File: config.mk
export PLATFORM = sky130hd
export DESIGN_NAME = demux4_dispatcher_flat
export DESIGN_NICKNAME = d
export VERILOG_FILES = /design/src/rtl/demux4_pkg.sv /design/src/rtl/demux4_dispatcher_if.sv /design/src/rtl/demux4_cnt.sv /design/src/rtl/demux4_dispatcher.sv /design/src/flat_wrapper.sv
export SDC_FILE = /design/constraint.sdc
export NUM_CORES = 1
export LEC_CHECK = 0
export ABC_CLOCK_PERIOD_IN_PS = 1750
export CAP_MARGIN = 20
export CORE_ASPECT_RATIO = 0.8
export CORE_MARGIN = 4
export CORE_UTILIZATION = 40
export CTS_BUF_LIST = sky130_fd_sc_hd__clkbuf_2
export CTS_CLUSTER_DIAMETER = 60
export DETAILED_ROUTE_END_ITERATION = 10
export DONT_BUFFER_PORTS = 1
export PLACE_DENSITY = 0.57
export REMOVE_ABC_BUFFERS = 1
export SKIP_LAST_GASP = 1
export SYNTH_ARGS = -nofsm -noshare
export SYNTH_HDL_FRONTEND = slang
export SYNTH_SLANG_ARGS = --single-unit
export TNS_END_PERCENT = 30
File: constraint.sdc
create_clock -name clk -period 1.75 [get_ports clk]
set_input_delay 0.35 -clock clk [delete_from_list [all_inputs] [get_ports clk]]
set_output_delay 0.35 -clock clk [all_outputs]
set_load 0.02 [all_outputs]
File: src/rtl/demux4_pkg.sv
// Shared types and helpers for the 4-channel demux dispatcher.
package demux4_pkg;

  localparam int NUM_CH = 4;
  localparam int CH_W   = 2;

  // IDLE: nothing held; HOLD: a word waits in the output register.
  typedef enum logic {
    IDLE = 1'b0,
    HOLD = 1'b1
  } state_e;

  // Channel index to one-hot strobe.
  function automatic logic [NUM_CH-1:0] ch_onehot(input logic [CH_W-1:0] ch);
    ch_onehot = NUM_CH'(1) << ch;
  endfunction

endpackage

File: src/rtl/demux4_dispatcher_if.sv
// Upstream valid/ready port plus the four-channel downstream strobe bus.
interface demux4_dispatcher_if
  import demux4_pkg::*;
#(
  parameter int DATA_W = 8
);

  logic              in_valid;
  logic              in_ready;
  logic [DATA_W-1:0] in_data;
  logic [CH_W-1:0]   in_sel;
  logic [NUM_CH-1:0] out_valid;
  logic [NUM_CH-1:0] out_ready;
  logic [DATA_W-1:0] out_data;

  // Environment side: produces words and channel readies.
  modport master (
    output in_valid, in_data, in_sel, out_ready,
    input  in_ready, out_valid, out_data
  );

  // Dispatcher side.
  modport slave (
    input  in_valid, in_data, in_sel, out_ready,
    output in_ready, out_valid, out_data
  );

endinterface

File: src/rtl/demux4_cnt.sv
// Single wrapping delivery counter.
module demux4_cnt #(
  parameter int CNT_W = 8
) (
  input  logic             clk,
  input  logic             rst_n,
  input  logic             inc_i,
  output logic [CNT_W-1:0] cnt_o
);

  logic [CNT_W-1:0] cnt_q;
  logic [CNT_W-1:0] cnt_d;

  // Next count: wraps naturally at 2^CNT_W.
  always_comb begin
    cnt_d = cnt_q;
    if (inc_i) cnt_d = cnt_q + CNT_W'(1);
  end

  // Counter register.
  always_ff @(posedge clk or negedge rst_n) begin
    if (!rst_n) cnt_q <= '0;
    else        cnt_q <= cnt_d;
  end

  assign cnt_o = cnt_q;

endmodule

File: src/rtl/demux4_dispatcher.sv
// One-entry dispatcher: accepts a word, routes it to one of four channels
// (addressed or round-robin), holds it until that channel is ready, and
// counts deliveries per channel.
module demux4_dispatcher
  import demux4_pkg::*;
#(
  parameter int DATA_W = 8,
  parameter int CNT_W  = 8
) (
  input  logic                    clk,
  input  logic                    rst_n,
  input  logic                    en,
  input  logic                    mode,
  demux4_dispatcher_if.slave      bus,
  output logic [CH_W-1:0]         sel_q,
  output logic                    busy,
  output logic [NUM_CH*CNT_W-1:0] cnt_flat
);

  state_e            state_q, state_d;
  logic [DATA_W-1:0] data_q, data_d;
  logic [CH_W-1:0]   ch_q, ch_d;
  logic [CH_W-1:0]   rr_q, rr_d;

  logic              hold;
  logic              tgt_rdy;
  logic              deliver;
  logic              in_ready;
  logic              accept;
  logic [CH_W-1:0]   dest;
  logic [NUM_CH-1:0] deliv_vec;

  // Handshake decode and next-state; a delivery and an accept may share a
  // cycle, in which case the register is simply reloaded and stays in HOLD.
  always_comb begin
    hold     = (state_q == HOLD);
    tgt_rdy  = bus.out_ready[ch_q];
    deliver  = hold & tgt_rdy;
    in_ready = en & (~hold | tgt_rdy);
    accept   = bus.in_valid & in_ready;
    dest     = mode ? rr_q : bus.in_sel;

    state_d  = state_q;
    data_d   = data_q;
    ch_d     = ch_q;
    rr_d     = rr_q;

    if (accept) begin
      state_d = HOLD;
      data_d  = bus.in_data;
      ch_d    = dest;
      if (mode) rr_d = rr_q + CH_W'(1);
    end else if (deliver) begin
      state_d = IDLE;
    end
  end

  // State, held word, its channel and the round-robin pointer.
  always_ff @(posedge clk or negedge rst_n) begin
    if (!rst_n) begin
      state_q <= IDLE;
      data_q  <= '0;
      ch_q    <= '0;
      rr_q    <= '0;
    end else begin
      state_q <= state_d;
      data_q  <= data_d;
      ch_q    <= ch_d;
      rr_q    <= rr_d;
    end
  end

  // Strobes come from registered state only, so reset clears them at once.
  assign bus.out_valid = hold ? ch_onehot(ch_q) : '0;
  assign bus.out_data  = data_q;
  assign bus.in_ready  = in_ready;
  assign sel_q         = ch_q;
  assign busy          = hold;
  assign deliv_vec     = deliver ? ch_onehot(ch_q) : '0;

  for (genvar n = 0; n < NUM_CH; n++) begin : g_cnt
    demux4_cnt #(
      .CNT_W (CNT_W)
    ) u_cnt (
      .clk   (clk),
      .rst_n (rst_n),
      .inc_i (deliv_vec[n]),
      .cnt_o (cnt_flat[n*CNT_W +: CNT_W])
    );
  end

endmodule

File: src/flat_wrapper.sv
// flat-port wrapper written by rule: the top's interface ports become plain ports
module demux4_dispatcher_flat import demux4_pkg::*;
#(
  parameter int DATA_W = 8,
  parameter int CNT_W  = 8
)
  (clk, rst_n, en, mode, sel_q, busy, cnt_flat, bus_in_valid, bus_in_data, bus_in_sel, bus_out_ready, bus_in_ready, bus_out_valid, bus_out_data);
  demux4_dispatcher_if #(.DATA_W(DATA_W)) bus_i ();
  input  logic clk;
  input  logic rst_n;
  input  logic en;
  input  logic mode;
  output logic [CH_W-1:0] sel_q;
  output logic busy;
  output logic [NUM_CH*CNT_W-1:0] cnt_flat;
  input wire logic [$bits(bus_i.in_valid)-1:0] bus_in_valid;
  input wire logic [$bits(bus_i.in_data)-1:0] bus_in_data;
  input wire logic [$bits(bus_i.in_sel)-1:0] bus_in_sel;
  input wire logic [$bits(bus_i.out_ready)-1:0] bus_out_ready;
  output wire logic [$bits(bus_i.in_ready)-1:0] bus_in_ready;
  output wire logic [$bits(bus_i.out_valid)-1:0] bus_out_valid;
  output wire logic [$bits(bus_i.out_data)-1:0] bus_out_data;
  assign bus_i.in_valid = bus_in_valid;
  assign bus_i.in_data = bus_in_data;
  assign bus_i.in_sel = bus_in_sel;
  assign bus_i.out_ready = bus_out_ready;
  assign bus_in_ready = bus_i.in_ready;
  assign bus_out_valid = bus_i.out_valid;
  assign bus_out_data = bus_i.out_data;
  demux4_dispatcher #(.DATA_W(DATA_W), .CNT_W(CNT_W)) u_core (.clk(clk), .rst_n(rst_n), .en(en), .mode(mode), .bus(bus_i), .sel_q(sel_q), .busy(busy), .cnt_flat(cnt_flat));
endmodule
==> results of run 1 <==
placed cells by master, fill, tap and decap left out, types with 2 or more instances in the layout:
cell	count
ha_1	4
nand2_1	12
nor3_1	2
and3_1	5
dfrtp_1	44
and2_4	3
mux2_2	7
buf_4	16
xor2_1	6
nand3_1	9
xnor2_1	24
nand4_1	9
a21oi_1	2
nor2_1	3
and4_1	3
mux2i_1	2
nor2b_1	2
clkbuf_2	5
mux2_1	4
mux2i_4	2
bufinv_16	2
flip-flops by register name, indices dropped and copies added, names as in the netlist:
name and flops:
u_core.busy 1, u_core.bus.out_data 8, u_core.rr_q 2, u_core.g_cnt.u_cnt.cnt_o 32, u_core.sel_q 2
power by group through the flow:
stage	Clock, mW	Sequential [mW]	Combinational [mW]
6_report	0.711	1.91	0.995
5_1_grt	0.776	1.96	1.10
3_5_place_dp	0	1.92	0.821
4_1_cts	0.737	1.90	0.984
3_3_place_gp	0	1.91	0.795
2_1_floorplan	0	1.90	0.518
through the flow:
step | worst slack (ns) | cells | power, mW
2_1_floorplan | -0.121 | 152 | 2.42
3_3_place_gp | 0.137 | 223 | 2.71
3_5_place_dp | 0.0913 | 223 | 2.74
4_1_cts | -0.149 | 237 | 3.62
5_1_grt | -0.238 | 239 | 3.83
6_report | -0.115 | 239 | 3.61
timing repair:
action	in CTS	in global routing
setup buffers	4	2
hold buffers	2	0
setup endpoints to repair	4	15
pin swaps	2	1
hold endpoints to repair	45	0
gates resized for setup	11	4
worst max path at each step:
stage                                                 end  cells past startpoint
2_1_floorplan          u_core.bus.out_data[0]$_DFFE_PN0P_                      3
3_3_place_gp   u_core.g_cnt[0].u_cnt.cnt_o[6]$_DFFE_PN0P_                      5
3_5_place_dp           u_core.bus.out_data[2]$_DFFE_PN0P_                      4
4_1_cts                                      bus_in_ready                      3
5_1_grt                                      bus_in_ready                      3
6_report                                     bus_in_ready                      3
cells by family (layout without fill, tap and decap cells):
logic type / after synthesis / in the layout
AO/OA/AOI/OAI: 4 / 4
XOR/XNOR: 30 / 30
adder cells (fa/ha/maj): 4 / 4
buffers and inverters: 5 / 27
flip-flops: 45 / 45
multiplexers: 15 / 15
AND/OR/NAND/NOR: 54 / 54
per-layer routing:
metal  global-route usage (%)  wire, um
met1                     15.6      1630
met3                     6.17       321
met4                     6.06        68
met2                     20.4      1850
met5                        0         0
layout make-up:
class / instances / area [um^2]
well taps: 60 / 75.1
clock inverters: 3 / 65.1
multi-input cells: 107 / 882
flip-flops and latches: 45 / 1130
clock buffers: 5 / 25.0
fillers: 422 / 2350
repair buffers: 19 / 178
worst max-delay path, delay by kind of cell (launching register included):
kind | cells | cell delay, ns
flip-flops | 1 | 0.52
multiplexers | 1 | 0.21
AND/OR/NAND/NOR | 1 | 0.21
AO/OA/AOI/OAI | 1 | 0.18
==> metrics.md, run 1 <==
| Metric | Value |
|---|---|
| Status | complete, but fails checks |
| Min cycle time layout | 1.87 ns |
| Leakage | 1.06 nW |
| NetSw | 1.39 mW |
| Share of layout cells above drive strength 1 | 24.6% |
| Failing checks | setup timing |
| Post-synth EDFFs | 0 |
| Row cnt | 22 |
| Worst flop-to-flop path startpoint | u_core.sel_q[0]$_DFFE_PN0P_ |
| Count leader, synth | dfrtp_1 |
| Worst vdd ir | 757 uV |
| Unique masters post-synth | 27 |
| Vias per cell | 5.31 |
| Setup TNS | -0.394 ns |
| Die X | 87.0 um |
| Yosys reg bits | 45 |
| Fin Hold WS | 0.0533 ns |
| # diodes | 0 |
| Largest net degree at the start of global routing | 46 |
| Synth Area in Simple Gates | 15.7% |
| Share of the synthesized area in the top cell type | a little under three fifths |
| Worst skew pair latency | 0.40 ns |
| Total track usage | between 10% and 20% |
| Post-synthesis xor/xnor area fraction | between 10% and 20% |
| Io pins | 67 |
| Routed len/inst | 16.2 um |
| Seq/Total Area, Yosys | 56.4% |
| Hold depth | 2 |
| Max clock buf depth | 2 |
| CP max-delay cell | dfrtp_2 |
| WL final | 3870 um |
| Antenna violations before repair | 0 |
| Area leader, netlist | dfrtp_1 |
| FMAX | 536 MHz |
| Initial DRC Count | 38 |
| Max Slew Vio Count | 0 |
| Drt drc | 0 |
| Antenna-violating nets left | 0 |
| Fin Clk Skew | 0.0150 ns |
| Net count, final | 201 |
| Main combinational cell family by area after synthesis | simple AND/OR/NAND/NOR gates |
| Reg2Reg Setup Slack | -0.03 ns |
| Worst slew pin tran | between 0.3 and 0.4 ns |
| Final period util | 107% |
| Crit Path Max Fanout | 4 |
| Fin. Hold Viols | 0 |
| First-pass GRT wire length | 6460 um |
| Type of the tightest min-delay check | in -> reg |
| Power per cell area | 1540 nW/um^2 |
| CP Cell Sequence | mux2i_4 > a22oi_2 > and2_4 |
| Core area | 4710 um^2 |
| Root buffer cell | clkbuf_2 |
| Cell depth of the worst flop-to-flop path | 5 |
| Post-synthesis mux area share | 8.21% |
| Sequential share of power | between 50% and 60% |
| Die height | 71.2 um |
| Avg Cell Area, Syn | 12.7 um^2 |
| Die area | 6190 um^2 |
| Worst path required time | 1.40 ns |
| Via count | ~1,300 |
| CP startpoint kind | flop |
| Synth warnings | 0 |
| Overflow left after global routing | 0 |
| CTS sink cnt | 45 |
| Worst Setup End Kind | primary output |
| Post-synthesis instance total | 157 |
| H-tree depth | 2 |
| I/O Buffers | 0 |
| Synth top area cells | dfrtp_1 (56%), xnor2_1 (11%), mux2_2 (3.9%) |
| Mapped Area | 2000 um^2 |
| Hold EP | u_core.rr_q[0]$_DFFE_PN0P_ |
| Core Util, Final | approximately 50% |
| Starting Density | a little over two fifths |
| Hold Path Origin | mode |
| RSZ-0062 raised after global routing | true |
| Crit-path max cell delay | ~0.52 ns |
| Switching Fraction | 38.4% |
| Max-Cap Viols | 0 |
| CTS tree | yes |
| Final worst slack | -0.115 ns |
| Clock power frac | 19.7% |
| Final GP Congestion | 0.747 |
| Worst r2r dst | u_core.bus.out_data[2]$_DFFE_PN0P_ |
| Logic pwr share | 27.5% |
| Crit path DAT | around 1.5 ns |
| Dominant synthesized flop cell | dfrtp_1 |
| CTS clock-pin slew for the worst setup and hold paths | 0.23 ns |
| Post-layout instance area | 2350 um^2 |
| DP Area | roughly 2100 um^2 |
| Synth Area in Adders | roughly 2.5% |
| Layout area overhead | 17.9% |
| Num CTS Buffers | 5 |
| Most instantiated cells after synthesis | dfrtp_1 (45), xnor2_1 (24), nand2_1 (12) |
| Async SR Flop Fraction | 100% |
| Critical path type | reg -> out |
| Critical path startpoint | u_core.sel_q[0]$_DFFE_PN0P_ |
| Vias in the first global route | 1,308 |
| Internal power | 2.23 mW |
| Max_slew headroom | 76.3% |
| HPWL after DPL | roughly 2800 um |
| Compound-Gate Fraction of Synth Area | 2.19% |
| Drt pass-1 iters | 4 |
| # setup viols final | 11 |
Power figures use the tool's default switching activity.
==> run 2, diff against run 1 <==
--- a/config.mk
+++ b/config.mk
@@ -7,6 +7,8 @@
 export LEC_CHECK = 0
 export ABC_CLOCK_PERIOD_IN_PS = 1750
 export CAP_MARGIN = 20
+export CELL_PAD_IN_SITES_DETAIL_PLACEMENT = 1
+export CELL_PAD_IN_SITES_GLOBAL_PLACEMENT = 2
 export CORE_ASPECT_RATIO = 0.8
 export CORE_MARGIN = 4
 export CORE_UTILIZATION = 40
@@ -14,9 +16,10 @@
 export CTS_CLUSTER_DIAMETER = 60
 export DETAILED_ROUTE_END_ITERATION = 10
 export DONT_BUFFER_PORTS = 1
-export PLACE_DENSITY = 0.57
+export PLACE_DENSITY = 0.81
 export REMOVE_ABC_BUFFERS = 1
 export SKIP_LAST_GASP = 1
+export SLEW_MARGIN = 25
 export SYNTH_ARGS = -nofsm -noshare
 export SYNTH_HDL_FRONTEND = slang
 export SYNTH_SLANG_ARGS = --single-unit
==> run 2 against run 1 <==
  * The flow still finishes with violations (setup timing)
  * Critical path depth is the same
  * Sequential power is essentially flat
  * Non-clock buffer count shrank 1
  * Clock power shrank 44%
  * Sequential cell count is the same
  * Fmax grew 0.16%
  * Hold slack gained 0.033 ns
  * Critical endpoint unchanged
==> metrics.md, run 2 (same netlist as run 1, synthesis figures left out) <==
| Metric | Value |
|---|---|
| Vias per cell | 5.30 (-0.29%) |
| Fin. Hold Viols | 0 (unchanged) |
| Crit path DAT | 1.51 ns (about the same) |
| Root buffer cell | clkbuf_2 |
| Final worst slack | -0.112 ns (+0.00297 ns) |
| Overflow left after global routing | 0 (unchanged) |
| Die height | 71.2 um (unchanged) |
| Placement Setup Slack | 0.0582 ns (-0.0331 ns) |
| Core area | 4710 um^2 (unchanged) |
| Vias in the first global route | 1,408 (+7.6%) |
| Worst Setup End Kind | primary output |
| Commonest non-fill, non-tap cell in the layout | dfrtp_1 |
| Worst skew pair latency | 0.39 ns (about the same) |
| Worst path required time | 1.40 ns (about the same) |
| Max_slew headroom | 76.0% (-0.31 points) |
| Type of the tightest min-delay check | in -> reg |
| Antenna-violating nets left | 0 (unchanged) |
| Post-layout instance area | 2300 um^2 (-2.2%) |
| Io pins | 67 (unchanged) |
| # diodes | 0 (unchanged) |
| Row cnt | 22 (unchanged) |
| Starting Density | 42.4% (unchanged) |
| Die X | 87.0 um (unchanged) |
| Share of layout cells above drive strength 1 | 24.2% (-0.42 points) |
| Critical path type | reg -> out |
| Min cycle time layout | 1.86 ns (-0.00297 ns) |
| Placed insts | 222 (-0.45%) |
| HPWL after DPL | 3430 um (+20%) |
| Initial DRC Count | 51 (+34%) |
| Via count | 1,261 (-0.71%) |
| Drt pass-1 iters | 4 (unchanged) |
| Worst slew pin tran | 0.360 ns (+0.00468 ns) |
| Routed len/inst | 18.5 um (+15%) |
| DP Area | 2120 um^2 (-0.35%) |
| Most frequent cells in the layout | dfrtp_1 (43), xnor2_1 (24), buf_4 (14) |
| Fin Clk Skew | 0.0229 ns (+0.00790 ns) |
| Number of flip-flops in the largest register | 32 (unchanged) |
| Failing checks | setup timing |
| Fin cells | 238 (-0.42%) |
| Max Slew Vio Count | 0 (unchanged) |
| FMAX | 537 MHz (+0.16%) |
| Leakage | 1.02 nW (-3.7%) |
| Max-Cap Viols | 0 (unchanged) |
| Drt drc | 0 (unchanged) |
| Status | complete, but fails checks |
| Crit Path Max Fanout | 4 (unchanged) |
| WL final | 4410 um (+14%) |
| H-tree depth | 2 (unchanged) |
| Largest net degree at the start of global routing | 46 (unchanged) |
| Worst vdd ir | 619 uV (-18%) |
| CTS sink cnt | 45 (unchanged) |
| Total track usage | 15.8% (+2.6 points) |
| Net count, final | 200 (-0.50%) |
| Filler instances | 520 (+23%) |
| # setup viols final | 11 (unchanged) |
| First-pass GRT wire length | 7700 um (+19%) |
| Reg2Reg Setup Slack | -0.05 ns (-0.02 ns) |
| Final period util | 106% (-0.17 points) |
| CTS tree | yes |
| CP startpoint kind | flop |
| Max clock buf depth | 2 (unchanged) |
| Die area | 6190 um^2 (unchanged) |
| Final GP Congestion | 0.762 (+2.0%) |
| Layout area overhead | 15.2% |
| RSZ-0062 raised after global routing | true |
| CTS clock-pin slew for the worst setup and hold paths | 0.22 ns (about the same) |
| Power per cell area | 1460 nW/um^2 (-5.3%) |
| Antenna violations before repair | 0 (unchanged) |
| Num CTS Buffers | 5 (unchanged) |
| I/O Buffers | 0 (unchanged) |
[run 2: changes by cell type in the layout (fill, tap and decap cells not counted), moves of 2 or more]
cell,before,now
clkinv_1,0,2
buf_4,16,14
bufinv_16,2,0
and3_1,5,3
and3_4,0,2
[run 2: cell type report]
class / instances / area, um^2 / area share, %
multi-input combinational: 107 / 885 / 38.5
tap: 60 / 75.1 / 3.26
clock inverter: 3 / 12.5 / 0.544
clock buffer: 5 / 25.0 / 1.09
timing repair buffer: 18 / 174 / 7.56
sequential: 45 / 1130 / 49.1
[run 2: per-layer routing]
metal | track usage, % | vias to the layer above | share of wire [%]
li1 | - | 588 | -
met1 | 18.9 | 633 | 39
met2 | 27.0 | 35 | 53
met3 | 5.82 | 5 | 6.6
met4 | 3.63 | 0 | 0.88
met5 | 0 | - | 0
[run 2: worst paths after layout]
check / to / cells past startpoint / from
hold reg to reg: u_core.rr_q[1]$_DFFE_PN0P_ / 1 / u_core.rr_q[1]$_DFFE_PN0P_
setup reg to reg: u_core.bus.out_data[0]$_DFFE_PN0P_ / 5 / u_core.sel_q[0]$_DFFE_PN0P_
max in group asynchronous: u_core.g_cnt[2].u_cnt.cnt_o[0]$_DFFE_PN0P_ / 2 / rst_n
setup / recovery: bus_in_ready / 3 / u_core.sel_q[0]$_DFFE_PN0P_
min in group asynchronous: u_core.rr_q[0]$_DFFE_PN0P_ / 2 / rst_n
hold / removal: u_core.rr_q[0]$_DFFE_PN0P_ / 2 / mode
[run 2: stage by stage]
step,util [%],hold WS (ns),power [mW],setup TNS (ns)
4_1_cts,48.2,0.0554,3.35,-0.835
3_3_place_gp,45.1,0.0555,2.71,0
3_5_place_dp,45.1,0.0551,2.79,0
6_report,48.9,0.0862,3.35,-0.501
2_1_floorplan,-,0.0544,2.42,-0.878
5_1_grt,48.9,0.0174,3.61,-1.54
[run 2: worst max-delay path, stage by stage (launching register included)]
cell     delay (ns)
dfrtp_2        0.52
mux2i_4        0.21
a22oi_2        0.18
and2_4         0.21
[run 2: repair_timing]
action	CTS	global route
setup endpoints to repair	4	15
buffers inserted	4	2
pin swaps	2	4
hold buffers	2	0
hold endpoints to repair	45	0
resized for setup	12	5
cloned	0	0
[run 2: power breakdown]
group	internal (mW)	switching, mW
registers	1.31	0.629
logic	0.546	0.463
clock network	0.0878	0.312
total	1.94	1.40
==> RTL change 1 (config.mk and constraints of run 2) <==
Put a register stage on the output `cnt_flat`, cleared by the reset. The value now appears one clock later. The other outputs are not delayed to match.
--- a/src/rtl/demux4_dispatcher.sv
+++ b/src/rtl/demux4_dispatcher.sv
@@ -17,4 +17,6 @@
   output logic [NUM_CH*CNT_W-1:0] cnt_flat
 );
+
+  logic [NUM_CH*CNT_W-1:0] cnt_flat_d;
 
   state_e            state_q, state_d;
@@ -86,6 +88,14 @@
       .rst_n (rst_n),
       .inc_i (deliv_vec[n]),
-      .cnt_o (cnt_flat[n*CNT_W +: CNT_W])
+      .cnt_o (cnt_flat_d[n*CNT_W +: CNT_W])
     );
+  end
+
+  always_ff @(posedge clk or negedge rst_n) begin
+    if (!rst_n) begin
+      cnt_flat <= '0;
+    end else begin
+      cnt_flat <= cnt_flat_d;
+    end
   end
 
Function: changed (Yosys sat finds a counterexample within 4 cycles, from zero or initial values and one cycle with rst_n low).
==> RTL change 1 against run 2 <==
Total power rose by 47%. Clock skew is 0.0043 ns lower. The flow finishes with violations (hold timing, setup timing). Sequential cell count up 32. Setup slack worse by 0.087 ns. Final area is 43% higher. Wire length grew 13%. Via count grew 21%. Non-clock buffer count increased by 8. Synthesized area is 41% higher. Highest routed layer unchanged. Critical endpoint unchanged.
==> RTL change 1: results (changes against run 2) <==
Status: finished, violations left (unchanged)
Failing checks: hold timing, setup timing (was setup timing)
Slew headroom: 0.8029 (was 0.7602)
WL/cell: 15.88 um (was 18.54 um)
Top cells by area, synth: dfrtp_1 (69%), xnor2_1 (6.2%), mux2_2 (3.2%) (was dfrtp_1 (56%), xnor2_1 (11%), mux2_2 (3.9%))
Post-Synth XOR/XNOR Area: 0.09371 (was 0.1317)
Reg clk slew, reported paths: 0.20 ns (was 0.22 ns)
Vias in the first global route: 1684 (was 1408)
Worst Slack Setup Final: -0.1995 ns (was -0.1123 ns)
Hold-fix buffers, CTS: 11 (was 2)
Worst EP arrival: 1.60 ns (was 1.51 ns)
Final setup fails: 6 (was 11)
Post-place setup slack: 0.07186 ns (was 0.05820 ns)
Metal3 WL: 433 um (was 293 um)
FF-to-FF End: u_core.bus.out_data[3] (was u_core.bus.out_data[0])
DRT met1 WL: 2.150 mm (was 1.742 mm)
Area share of the largest cell type after synthesis: 0.6872 (was 0.5643)
Worst-Skew Late Latency: 0.48 ns (was 0.39 ns)
Synth cell types: 26 (was 27)
Placed Cells: 282 (was 222)
WL met2: 2.324 mm (was 2.336 mm)
VDD IR max: 0.7935 mV (was 0.6193 mV)
Largest net degree at the start of global routing: 78 (was 46)
Post-CTS setup buffer count: 3 (was 4)
Placed Area: 2947 um2 (was 2122 um2)
Sequential share of the synthesized area: 0.6872 (was 0.5643)
Share of post-route cells with drive strength above 1: 0.2168 (was 0.2416)
Most instantiated cells after synthesis: dfrtp_1 (77), xnor2_1 (20), nand2_1 (13), nand4_1 (12), xor2_1 (10) (was dfrtp_1 (45), xnor2_1 (24), nand2_1 (12), nand3_1 (9), nand4_1 (9))
DRT iter0 DRCs: 29 (was 51)
Fin. Hold Viols: 77 (was 0)
Mapped Cells: 191 (was 157)
Worst hold slack: -0.4758 ns (was 0.08621 ns)
Final nets: 245 (was 200)
All-Layer GR Usage: 0.1282 (was 0.1579)
Post-Synth Adder-Cell Area: 0.01785 (was 0.02508)
First-pass GRT wire length: 8.314 mm (was 7.700 mm)
Detailed placement HPWL: 3.269 mm (was 3.430 mm)
H-tree Lvls: 3 (was 2)
## RTL change 1: cell count changes after synthesis, moves of 2 or more
cell,before,now
dfrtp_1,45,77
nand4_1,9,12
buf_2,0,3
xnor2_1,24,20
nand3_1,9,3
clkbuf_2,2,0
xor2_1,6,10
nor2_1,3,6
## RTL change 1: area by class of cell
type / instances / area [um2] / share of cell area
timing repair buffer: 26 / 239.0 / 0.07257
inverter: 1 / 3.754 / 0.001140
clock inverter: 6 / 86.33 / 0.02622
clock buffer: 9 / 45.04 / 0.01368
sequential: 77 / 1929 / 0.5859
tap: 87 / 108.9 / 0.03305
multi-input combinational: 107 / 880.8 / 0.2675
## RTL change 1: where the power goes
part | switching [mW] | internal [mW]
registers | 0.673 | 2.20
logic | 0.445 | 0.535
clock network | 0.587 | 0.467
## RTL change 1: critical path, stage by stage (launching register included)
cell	delay [ns]
dfrtp_2	0.47
mux2i_2	0.34
a22oi_2	0.12
and2_4	0.21
==> RTL change 2 (config.mk and constraints of run 2) <==
Without the edit above. `CH_W`: 2 -> 4.
--- a/src/rtl/demux4_pkg.sv
+++ b/src/rtl/demux4_pkg.sv
@@ -3,5 +3,5 @@
 
   localparam int NUM_CH = 4;
-  localparam int CH_W   = 2;
+  localparam int CH_W   = 4;
 
   // IDLE: nothing held; HOLD: a word waits in the output register.
Interface: changed (resized bus_in_sel and sel_q); port bits go from 67 to 71. No check against the original RTL was run, so the function may have changed too.
==> RTL change 2 against run 2 <==
Synthesized area is 14% higher. Worst hold slack got worse by 0.013 ns. Wire length grew 21%. Sequential cell count up 4. Sequential share of layout area fell by 4.8 points. The flow still finishes with violations (setup timing). Setup slack got worse by 0.17 ns. Total power grew 23%. Largest cell class unchanged. Via count is 18% higher. Core utilization is 1.9 points higher. Critical endpoint is now bus_out_valid[0]. Combinational power up 55%. Global-route usage is 0.087 points lower. Final area rose by 21%. Clock skew fell by 0.0048 ns.
==> RTL change 2: results (changes against run 2) <==
Final setup fails: 22 (was 11)
R2R depth: 6 (was 5)
Final nets: 237 (was 200)
Largest net degree at the start of global routing: 50 (was 46)
Worst path max stage delay: 0.44 ns (was 0.52 ns)
Worst hold path cell count: 1 (was 2)
Top delay family on crit path: simple AND/OR/NAND/NOR gates (was flip-flops)
Placer Congestion: 0.8053 (was 0.7620)
Worst hold slack: 0.07294 ns (was 0.08621 ns)
Slowest cell on crit path: dfrtp_1 (was dfrtp_2)
FF-to-FF End: u_core.bus.out_data[1] (was u_core.bus.out_data[0])
Drt total wl: 5.348 mm (was 4.412 mm)
Worst Clk Skew: 0.01812 ns (was 0.02293 ns)
Mapped Cells: 175 (was 157)
Synth cell types: 26 (was 27)
Failing checks: setup timing (unchanged)
Worst Slack Setup Final: -0.2837 ns (was -0.1123 ns)
Vias per inst: 5.141 (was 5.298)
VDD IR max: 0.6752 mV (was 0.6193 mV)
Sequential share of the synthesized area: 0.5405 (was 0.5643)
Status: finished, violations left (unchanged)
Top cells by area, synth: dfrtp_1 (54%), xnor2_1 (8.9%), mux2_4 (6.0%) (was dfrtp_1 (56%), xnor2_1 (11%), mux2_2 (3.9%))
M1 GR Usage: 0.1710 (was 0.1891)
WHS Endpoint: u_core.bus.out_data[2] (was u_core.rr_q[0])
Most instantiated cells after synthesis: dfrtp_1 (49), xnor2_1 (23), nand3_1 (12), mux2_2 (10) (was dfrtp_1 (45), xnor2_1 (24), nand2_1 (12), nand3_1 (9), nand4_1 (9))
## RTL change 2: kinds of logic after synthesis
kind of cell             share of synthesized area
flip-flops                                  0.5405
multiplexers                                0.1280
AND/OR/NAND/NOR                             0.1594
adder cells (fa/ha/maj)                    0.02758
XOR/XNOR                                    0.1197
AO/OA/AOI/OAI                             0.004964
buffers and inverters                      0.01986
## RTL change 2: what timing repair did
action                                  4_1_cts  5_1_grt
buffers inserted                              8        7
hold endpoints to repair                     49        0
endpoints found under the setup margin       21       40
pin swaps                                     6        6
hold buffers                                  2        0
gates resized for setup                      17       12
## RTL change 2: worst max-delay path by stage
stage | from | to | cells past startpoint
after floorplan | u_core.sel_q[0] | u_core.bus.out_data[0] | 4
after global placement | u_core.sel_q[2] | u_core.g_cnt[0].u_cnt.cnt_o[1] | 3
after detailed placement | u_core.sel_q[2] | u_core.g_cnt[3].u_cnt.cnt_o[7] | 5
after CTS | u_core.sel_q[3] | bus_out_valid[0] | 4
after global routing | u_core.busy | bus_out_valid[0] | 4
final | u_core.busy | bus_out_valid[0] | 4
## RTL change 2: final cells by class
| type | instances | area [um2] |
|---|---|---|
| multi-input combinational | 120 | 1094 |
| clock inverter | 3 | 17.52 |
| timing repair buffer | 32 | 301.5 |
| sequential | 49 | 1229 |
| clock buffer | 5 | 25.02 |
| inverter | 3 | 11.26 |
| fill | 574 | 2690 |
| tap | 78 | 97.59 |
## RTL change 2: stage by stage
| step | instance area (um2) | total power, mW |
|---|---|---|
| after detailed placement | 2480 | 3.303 |
| after global placement | 2480 | 3.203 |
| final | 2775 | 4.104 |
| after global routing | 2775 | 4.352 |
| after floorplan | 2235 | 2.798 |
| after CTS | 2693 | 4.041 |
## RTL change 2: per-layer routing
metal	share of wire	wire (um)	vias to the layer above
li1	-	-	678
met2	0.52	2800	44
met5	0	0	-
met1	0.39	2098	764
met4	0.0084	45	0
met3	0.076	405	5
## RTL change 2: power by group
part           switching [mW]  internal (mW)  leakage, nW
sequential              0.650           1.44        0.632
combinational           0.722          0.850        0.602
clock                   0.347         0.0933       0.0287
total                    1.72           2.38         1.26
